[src/rtl/dpi_rsp_collector.sv]
// Response collector: buffers DUT output words in a first-word-fall-through FIFO
// and hands them to the C monitor with a sequence number; reports done/timeout.
module dpi_rsp_collector #(
  parameter int DW          = 32,
  parameter int DEPTH       = 8,
  parameter int TIMEOUT_CYC = 1000,
  localparam int LW         = $clog2(DEPTH + 1),
  localparam int PW         = $clog2(DEPTH)
) (
  input  logic          v_clk,
  input  logic          v_rst,
  input  logic          start,
  input  logic [31:0]   exp_cnt,
  input  logic          in_valid,
  output logic          in_ready,
  input  logic [DW-1:0] in_data,
  output logic          mon_valid,
  input  logic          mon_ready,
  output logic [DW-1:0] mon_data,
  output logic [31:0]   mon_seq,
  output logic [LW-1:0] level,
  output logic          done,
  output logic          timeout
);

  typedef enum logic [1:0] {IDLE, RUN, DONE, TMO} state_t;

  localparam logic [LW-1:0] FULL_LVL = LW'(DEPTH);
  localparam logic [31:0]   TMO_LIM  = 32'(TIMEOUT_CYC);

  state_t        state_q;
  logic [31:0]   exp_q;
  logic [31:0]   acc_q;
  logic [31:0]   pop_q;
  logic [31:0]   stall_q;
  logic [31:0]   stall_d;
  logic [PW-1:0] wr_ptr_q;
  logic [PW-1:0] rd_ptr_q;
  logic [LW-1:0] cnt_q;
  logic          done_q;
  logic          tmo_q;
  logic [DW-1:0] mem_q [DEPTH];

  logic push;
  logic pop;
  logic arm;

  // in_ready looks only at registered state: a same-cycle pop never frees a slot
  assign in_ready  = (state_q == RUN) && (cnt_q < FULL_LVL) && (acc_q < exp_q);
  assign mon_valid = (cnt_q != '0);
  assign mon_data  = mon_valid ? mem_q[rd_ptr_q] : '0;
  assign mon_seq   = pop_q;
  assign level     = cnt_q;
  assign done      = done_q;
  assign timeout   = tmo_q;

  assign push = in_valid && in_ready;
  assign pop  = mon_valid && mon_ready;
  assign arm  = start && (state_q != RUN);

  assign stall_d = push ? 32'd0 :
                   (stall_q == TMO_LIM) ? stall_q : stall_q + 32'd1;

  always_ff @(posedge v_clk) begin
    if (push) mem_q[wr_ptr_q] <= in_data;
  end

  always_ff @(posedge v_clk) begin
    if (v_rst) begin
      state_q  <= IDLE;
      exp_q    <= '0;
      acc_q    <= '0;
      pop_q    <= '0;
      stall_q  <= '0;
      wr_ptr_q <= '0;
      rd_ptr_q <= '0;
      cnt_q    <= '0;
      done_q   <= 1'b0;
      tmo_q    <= 1'b0;
    end else if (arm) begin
      state_q  <= RUN;
      exp_q    <= exp_cnt;
      acc_q    <= '0;
      pop_q    <= '0;
      stall_q  <= '0;
      wr_ptr_q <= '0;
      rd_ptr_q <= '0;
      cnt_q    <= '0;
      done_q   <= 1'b0;
      tmo_q    <= 1'b0;
    end else begin
      if (push) begin
        wr_ptr_q <= wr_ptr_q + PW'(1);
        acc_q    <= acc_q + 32'd1;
      end
      if (pop) begin
        rd_ptr_q <= rd_ptr_q + PW'(1);
        pop_q    <= pop_q + 32'd1;
      end
      if (push && !pop)      cnt_q <= cnt_q + LW'(1);
      else if (!push && pop) cnt_q <= cnt_q - LW'(1);

      if (state_q == RUN) begin
        stall_q <= stall_d;
        // timeout fires on the edge where the stall count reaches the limit
        if (pop_q == exp_q) begin
          state_q <= DONE;
          done_q  <= 1'b1;
        end else if ((TMO_LIM != 32'd0) && (stall_d == TMO_LIM)) begin
          state_q <= TMO;
          tmo_q   <= 1'b1;
        end
      end
    end
  end

endmodule

[config.mk]
export PLATFORM = sky130hd
export DESIGN_NAME = dpi_rsp_collector
export DESIGN_NICKNAME = d
export VERILOG_FILES = /design/src/rtl/dpi_rsp_collector.sv
export SDC_FILE = /design/constraint.sdc
export NUM_CORES = 1
export LEC_CHECK = 0
export ABC_AREA = 1
export ABC_CLOCK_PERIOD_IN_PS = 6300
export BUFFER_PORTS_ARGS = -buffer_cell sky130_fd_sc_hd__buf_4
export CELL_PAD_IN_SITES_DETAIL_PLACEMENT = 0
export CELL_PAD_IN_SITES_GLOBAL_PLACEMENT = 1
export CORE_ASPECT_RATIO = 1.4
export CORE_MARGIN = 1
export CORE_UTILIZATION = 40
export CTS_CLUSTER_SIZE = 14
export DETAILED_ROUTE_END_ITERATION = 8
export PLACE_DENSITY_LB_ADDON = 0.1
export SETUP_SLACK_MARGIN = 0.5
export SYNTH_ARGS = -nofsm -noshare
export SYNTH_HDL_FRONTEND = slang
export SYNTH_SLANG_ARGS = --single-unit
export TNS_END_PERCENT = 20
[constraint.sdc]
create_clock -name v_clk -period 6.3 [get_ports v_clk]
set_clock_uncertainty 0.1 [all_clocks]
set_input_delay 0.945 -clock v_clk [delete_from_list [all_inputs] [get_ports v_clk]]
set_output_delay 0.945 -clock v_clk [all_outputs]
set_load 0.1 [all_outputs]
==> results of run 1 <==
state kept, by name, indices dropped and copies added, names as in the netlist, 2 cells and up, named ones only:
register / count
exp_q: 32
rd_ptr_q: 3
mon_seq: 32
acc_q: 32
stall_q: 32
level: 4
state_q: 2
mem_q: 256
wr_ptr_q: 3
how the worst max path moves through the flow:
| stage | to | slack, ns |
|---|---|---|
| 6_report | mon_data[12] | 1.33 |
| 5_1_grt | mon_data[17] | 0.95 |
| 4_1_cts | mon_data[11] | 1.29 |
| 3_5_place_dp | mon_data[11] | 1.89 |
| 3_3_place_gp | mon_data[17] | 1.92 |
| 2_1_floorplan | mon_data[22] | 1.11 |
power breakdown:
| part | internal [mW] | switching [mW] |
|---|---|---|
| clock network | 1.41 | 1.04 |
| logic | 0.363 | 1.27 |
| registers | 2.85 | 0.0641 |
| total | 4.62 | 2.37 |
worst max-delay path: cells and delay by family, from the launching register on:
kind / cells / cell delay (ns)
flip-flops: 1 / 0.79
buffers and inverters: 3 / 1.97
AO/OA/AOI/OAI: 4 / 0.53
layout make-up:
type,count,share of cell area
Sequential cell,401,0.494
Inverter,167,0.0293
Clock buffer,57,0.0554
Clock inverter,21,0.00816
Timing Repair Buffer,158,0.0553
Tap cell,611,0.0356
Multi-Input combinational cell,1318,0.323
layout by cell type, fill, tap and decap left out, types with 5 or more instances in the layout:
cell type / netlist / routed
nor2_1: 288 / 283
nand2_1: 268 / 267
edfxtp_1: 256 / 256
o21ai_0: 235 / 235
buf_4: 1 / 158
inv_1: 155 / 154
dfxtp_1: 145 / 143
a21oi_1: 130 / 130
nor3_1: 59 / 55
xor2_1: 43 / 43
clkbuf_16: 0 / 43
ha_1: 40 / 40
nand3_1: 36 / 36
a31oi_1: 35 / 35
nand4_1: 34 / 34
o22ai_1: 33 / 33
nor4_1: 18 / 18
a211oi_1: 18 / 18
clkinv_2: 1 / 17
xnor2_1: 13 / 13
nor2_2: 13 / 13
nor2_4: 6 / 11
inv_2: 8 / 10
nor3_2: 4 / 8
clkbuf_1: 69 / 8
nand3_2: 6 / 6
clkbuf_8: 0 / 6
nand3b_1: 5 / 5
metrics by stage:
stage          setup slack (ns)  std cells   util  total power [mW]
6_report                   1.33       2733  0.475              7.00
5_1_grt                   0.945       2733  0.475              7.28
4_1_cts                    1.29       2733  0.475              7.07
3_5_place_dp               1.89       2655  0.444              4.61
3_3_place_gp               1.92       2655  0.444              4.60
2_1_floorplan              1.11       1971      -              4.18
per-layer routing:
metal | vias up | track usage | routed length [µm]
met3 | 76 | 0.0272 | 1920
met2 | 286 | 0.399 | 26200
met1 | 6772 | 0.248 | 20300
met4 | 0 | 0.0718 | 1450
li1 | 7050 | - | -
met5 | - | 0 | 0
cells by family (layout without fill, tap and decap cells):
logic type | Yosys count | in the layout | synth area share
adders and majority gates | 41 | 41 | 0.0283
and+or+nand+nor | 757 | 757 | 0.183
AOI/OAI and AO/OA | 463 | 463 | 0.134
xor gates and xnor gates | 57 | 57 | 0.0275
DFF | 401 | 401 | 0.575
buffers and inverters | 252 | 403 | 0.0520
==> impl_results.md, run 1 <==
* Area grow syn2layout at 16.6%
* Synth unique cells at 48
* First-pass GRT wire length at 78100 µm
* Die ar. at 46900 µm²
* Layout fillers at 4351
* Die Y at 256 µm
* Area after DPL at 20100 µm²
* FF+latch count, synth at 401
* R2R Path Start: exp_q[5]$_SDFFE_PP0P_
* GR Util All Layers at 0.214
* Final setup TNS at 0 ns
* Worst-Margin Slew at 1.12 ns
* Total number of vias at 14200
* Final Hold Fails at 0
* R2R depth at 15
* H-tree levels at 2
* Die extent in x at 183 µm
* Share of layout cells above drive strength 1 at 0.139
* Sequential Area at 10600 µm²
* Post-route cell area at 21500 µm²
* Critical setup path kind: reg2out
* Total core area at 45200 µm²
* Crit. End Element: output port
* Total CTS buffers at 42
* Syn. warnings at 0
* Yosys top cell area share at 0.417
* Vias in the first global route at 14200
* Final min period at 4.97 ns
* Syn_area_per_cell at 9.34 µm²
* Unrepaired setup endpoints after global routing: no
* Setup violators final at 0
* Routed Antenna Nets at 0
* Max_slew headroom at 0.252
* Async SR Flop Fraction at 0
* F_max at 0.201 GHz
* Final Wtd Congestion at 0.867
* Ys flop type: edfxtp_1
* Sequential fraction of the synthesis area at 0.575
* Post-CTS Resized at 0
* Worst hold path class: reg2reg
* Crit-path slowest cell: clkinv_2
* Residual DRC at 0
* Initial antenna violation count at 0
* Hold Path Depth at 2
* N_diodes at 0
* Starting Density at 0.407
* R2R Setup Slk at 2.38 ns
* Post-synth EDFFs at 256
* Final #Nets at 2198
* CTS tree: done
* Num ports at 141
* CTS Buffer Depth at 3
* Cell Rows at 92
* Synth area leader: edfxtp_1
* Post-Syn Nets at 2081
* Ranking of synthesized cells by area: edfxtp_1, dfxtp_1, o21ai_0
* Power density cells at 326 nW/µm²
* Period utilisation layout at 0.789
* Clock latency on the worst-skew pair at 0.55 ns
* Total Wirelength at 49900 µm
* Vias per cell at 5.19
* Syn Inst Count at 1971
* Crit path launch type: register
* Hold Crit Start: timeout$_SDFFE_PP0P_
* Maximum VDD drop at 0.195 mV
* Static leakage power at 7.68 nW
* CP max FO at 87
* Worst reg2reg path endpoint: mem_q[0][30]$_DFFE_PP_
* Reg clk slew, reported paths at 0.06 ns
* Detailed Routing Iterations Pass 1 at 7
* Mapped Area at 18400 µm²
* CTS Hold Buffers Added at 0
* Final hold slack at 0.359 ns
* Max-Cap Viols at 0
* Critical path required time at 5.25 ns
* Total gr overflow at 0
* CP arrival at 3.92 ns
* Critical Path, Cell by Cell: clkinv_2 -> buf_4 -> o21ai_0 -> o22ai_1 -> o21ai_0 -> a31oi_1 -> buf_4
* Commonest cells post-synth: nor2_1, nand2_1, edfxtp_1
* Initial DRC count at 734
* Area of the multi-input gates at 6930 µm²
* Outcome: completed
* HPWL after detailed placement at 32200 µm
* I/O Buffers at 140
* Max stage delay on crit path at 1.08 ns
* Max Slew Vio Count at 0
* Most numerous cell in the Yosys netlist: nor2_1
* Total clock sinks at 401
* Routed len/inst at 18.2 µm
* Worst hold path endpoint: timeout$_SDFFE_PP0P_
* Post-CTS Setup Repair Bufs at 0
* Clock Tree Root: clkbuf_16
* Maximum number of pins on one net before global-route repair at 88
Note: power is estimated with default switching activity, not from simulation.
==> inputs of run 2 (changes only) <==
--- a/config.mk
+++ b/config.mk
@@ -6,7 +6,7 @@
 export NUM_CORES = 1
 export LEC_CHECK = 0
 export ABC_AREA = 1
-export ABC_CLOCK_PERIOD_IN_PS = 6300
+export ABC_CLOCK_PERIOD_IN_PS = 5000
 export BUFFER_PORTS_ARGS = -buffer_cell sky130_fd_sc_hd__buf_4
 export CELL_PAD_IN_SITES_DETAIL_PLACEMENT = 0
 export CELL_PAD_IN_SITES_GLOBAL_PLACEMENT = 1
==> constraint.sdc (replaced) <==
create_clock -name v_clk -period 5 [get_ports v_clk]
set_clock_uncertainty 0.1 [all_clocks]
set_input_delay 0.75 -clock v_clk [delete_from_list [all_inputs] [get_ports v_clk]]
set_output_delay 0.75 -clock v_clk [all_outputs]
set_load 0.1 [all_outputs]
==> run 2 against run 1 <==
  * Global-route usage grew 0.56 points
  * Power grew 28%
  * Worst hold slack lost 0.025 ns
  * Largest power group unchanged
  * Clock power grew 30%
  * Largest cell class unchanged
  * Highest routed layer unchanged
  * Routed wire length grew 2.4%
  * Final area grew 0.80%
  * Core utilization grew 0.38 points
  * Clock-buffer cell count shrank 3
  * Sequential share of layout area shrank 0.39 points
  * Die area is the same
  * Flip-flop and latch count is the same
  * Sequential power grew 25%
==> impl_results.md, run 2 (synthesis gave the netlist of run 1 again) <==
* Crit path launch type: register
* Most common cell after layout, fill and taps aside: nor2_1
* Commonest non-fill, non-tap cells in the layout: nor2_1, nand2_1, edfxtp_1
* Vias in the first global route at 14200 (+0.29%)
* Vias per cell at 5.19 (about the same)
* Final min period at 4.08 ns
* Total core area at 45200 µm² (unchanged)
* Crit-path most repeated cell: buf_4
* Critical Path, Cell by Cell: buf_4 -> buf_4 -> o21ai_0 -> o22ai_1 -> o21ai_0 -> a31oi_2 -> buf_4
* Clock latency on the worst-skew pair at 0.54 ns (about the same)
* Unrepaired setup endpoints after global routing: no
* Max FFs per register at 256 (unchanged)
* Sequential Power Share at 0.406 (-0.010)
* GRT Max-Usage Layer: met2
* Core Util, Final at 0.478 (+0.00382)
* Power density cells at 415 nW/µm² (+27%)
* Routed len/inst at 18.6 µm (+2.1%)
* Final #Nets at 2207 (+0.41%)
* Worst Path Buf+Inv at 3 (unchanged)
* GR Util met1 at 0.262 (+0.0146)
* CTS Hold Buffers Added at 0 (unchanged)
* Clock Tree Root: clkbuf_16
* Biggest register: mem_q
* Critical path required time at 4.15 ns (-1.10 ns)
* CP arrival at 3.23 ns (-0.69 ns)
* H-tree levels at 2 (unchanged)
* N_diodes at 0 (unchanged)
* Post-route cell area at 21600 µm² (+0.80%)
* First-pass GRT wire length at 79800 µm (+2.2%)
* Share of layout cells above drive strength 1 at 0.145 (+0.00551)
* Die extent in x at 183 µm (unchanged)
* HPWL after detailed placement at 34000 µm (+5.7%)
* Static leakage power at 7.74 nW (+0.76%)
* Final Hold Fails at 0 (unchanged)
* Clock power frac at 0.357 (+0.006)
* CTS Buffer Depth at 3 (unchanged)
* P_int at 5.96 mW (+29%)
* Total number of vias at 14200 (+0.37%)
* Total gr overflow at 0 (unchanged)
* Final Wtd Congestion at 0.829 (-4.4%)
* Top delay family on crit path: buffers and inverters
* Max-Cap Viols at 0 (unchanged)
* Initial antenna violation count at 0 (unchanged)
* Post-CTS Resized at 0 (unchanged)
* GR Util All Layers at 0.219 (+0.00559)
* Met3 Usage GRT at 0.0246 (-0.00256)
* Worst-Margin Slew at 0.919 ns (-0.204 ns)
* Outcome: completed
* I/O Buffers at 140 (unchanged)
* Starting Density at 0.407 (unchanged)
* Reg clk slew, reported paths at 0.06 ns (about the same)
* Area after DPL at 20200 µm² (+0.62%)
* F_max at 0.245 GHz
* Crit-path slowest cell: buf_4
* Layout fillers at 4336 (-0.34%)
* Combinational power share at 0.238 (+0.005)
* Sw Ratio at 0.337 (-0.00274)
* CTS tree: done
* Critical setup path kind: reg2out
* Die Y at 256 µm (unchanged)
* Net Sw Power at 3.02 mW (+27%)
* Crit. End Element: output port
* Max_slew headroom at 0.387 (+0.135)
* Max Slew Vio Count at 0 (unchanged)
* Post-CTS Setup Repair Bufs at 0 (unchanged)
* Detailed Routing Iterations Pass 1 at 7 (unchanged)
* Die ar. at 46900 µm² (unchanged)
* Final setup TNS at 0 ns (unchanged)
* Period utilisation layout at 0.816
* Max stage delay on crit path at 0.62 ns (-0.46 ns)
* Total Wirelength at 51100 µm (+2.4%)
* Initial DRC count at 720 (-1.9%)
* Setup violators final at 0 (unchanged)
* Maximum number of pins on one net before global-route repair at 72 (-18%)
* Num ports at 141 (unchanged)
* GR Layer Usage met2 at 0.401 (+0.00211)
* Worst hold path class: in2reg
* Cell Rows at 92 (unchanged)
* Total clock sinks at 401 (unchanged)
* Residual DRC at 0 (unchanged)
* Maximum VDD drop at 0.248 mV (+27%)
* Area grow syn2layout at 17.5%
* Total CTS buffers at 42 (unchanged)
* CP max FO at 71 (-18%)
* Routed Antenna Nets at 0 (unchanged)
[run 2: per-layer routing]
metal  vias up  part of all wire
li1       7095                 -
met1      6757              0.41
met2       297              0.52
met3        88             0.031
met4         0             0.032
met5         -                 0
[run 2: final timing paths]
| check | endpoint | cells past startpoint | slack, ns | from |
|---|---|---|---|---|
| setup / recovery | mon_data[22] | 7 | 0.92 | register |
| hold / removal | mem_q[4][13]$_DFFE_PP_ | 1 | 0.33 | in_data[13] |
| hold reg to reg | done$_SDFFE_PP0P_ | 2 | 0.35 | done$_SDFFE_PP0P_ |
| setup reg to reg | mem_q[3][23]$_DFFE_PP_ | 15 | 1.70 | exp_q[5]$_SDFFE_PP0P_ |
[run 2: layout make-up]
| type | count | area [µm²] | share of cell area |
|---|---|---|---|
| multi-input cells | 1318 | 6990 | 0.323 |
| clock buffers | 54 | 1150 | 0.0530 |
| repair buffers | 167 | 1250 | 0.0579 |
| flip-flops and latches | 401 | 10600 | 0.490 |
| well taps | 611 | 764 | 0.0353 |
| inverters | 167 | 629 | 0.0291 |
| clock inverters | 24 | 265 | 0.0123 |
[run 2: worst reg2reg max path, stage by stage, from the launching register on]
cell and delay (ns):
dfxtp_1 0.33, inv_1 0.07, ha_1 0.30, a21oi_1 0.14
nor2_1 0.06, nor3_1 0.14, nand2_1 0.10, nand2_1 0.06
nand2_1 0.08, nand2_1 0.10, nand3_2 0.14, buf_4 0.27
nor2_1 0.12, inv_1 0.13, nor2_4 0.46, buf_4 0.38
[run 2: stage by stage]
step | hold WS [ns] | setup slack (ns) | power, mW | std cells
2_1_floorplan | 0.333 | 0.330 | 5.29 | 1971
3_3_place_gp | 0.344 | 1.55 | 5.86 | 2664
3_5_place_dp | 0.342 | 1.50 | 5.88 | 2664
4_1_cts | 0.305 | 0.906 | 9.10 | 2742
5_1_grt | 0.315 | 0.680 | 9.33 | 2742
6_report | 0.334 | 0.920 | 8.98 | 2742
[run 2: power by group through the flow]
| stage | Sequential (mW) | Clock [mW] | Combinational, mW |
|---|---|---|---|
| 6_report | 3.64 | 3.20 | 2.13 |
| 3_5_place_dp | 3.71 | 0 | 2.16 |
| 4_1_cts | 3.64 | 3.29 | 2.16 |
| 5_1_grt | 3.65 | 3.39 | 2.29 |
| 2_1_floorplan | 3.76 | 0 | 1.52 |
| 3_3_place_gp | 3.71 | 0 | 2.15 |
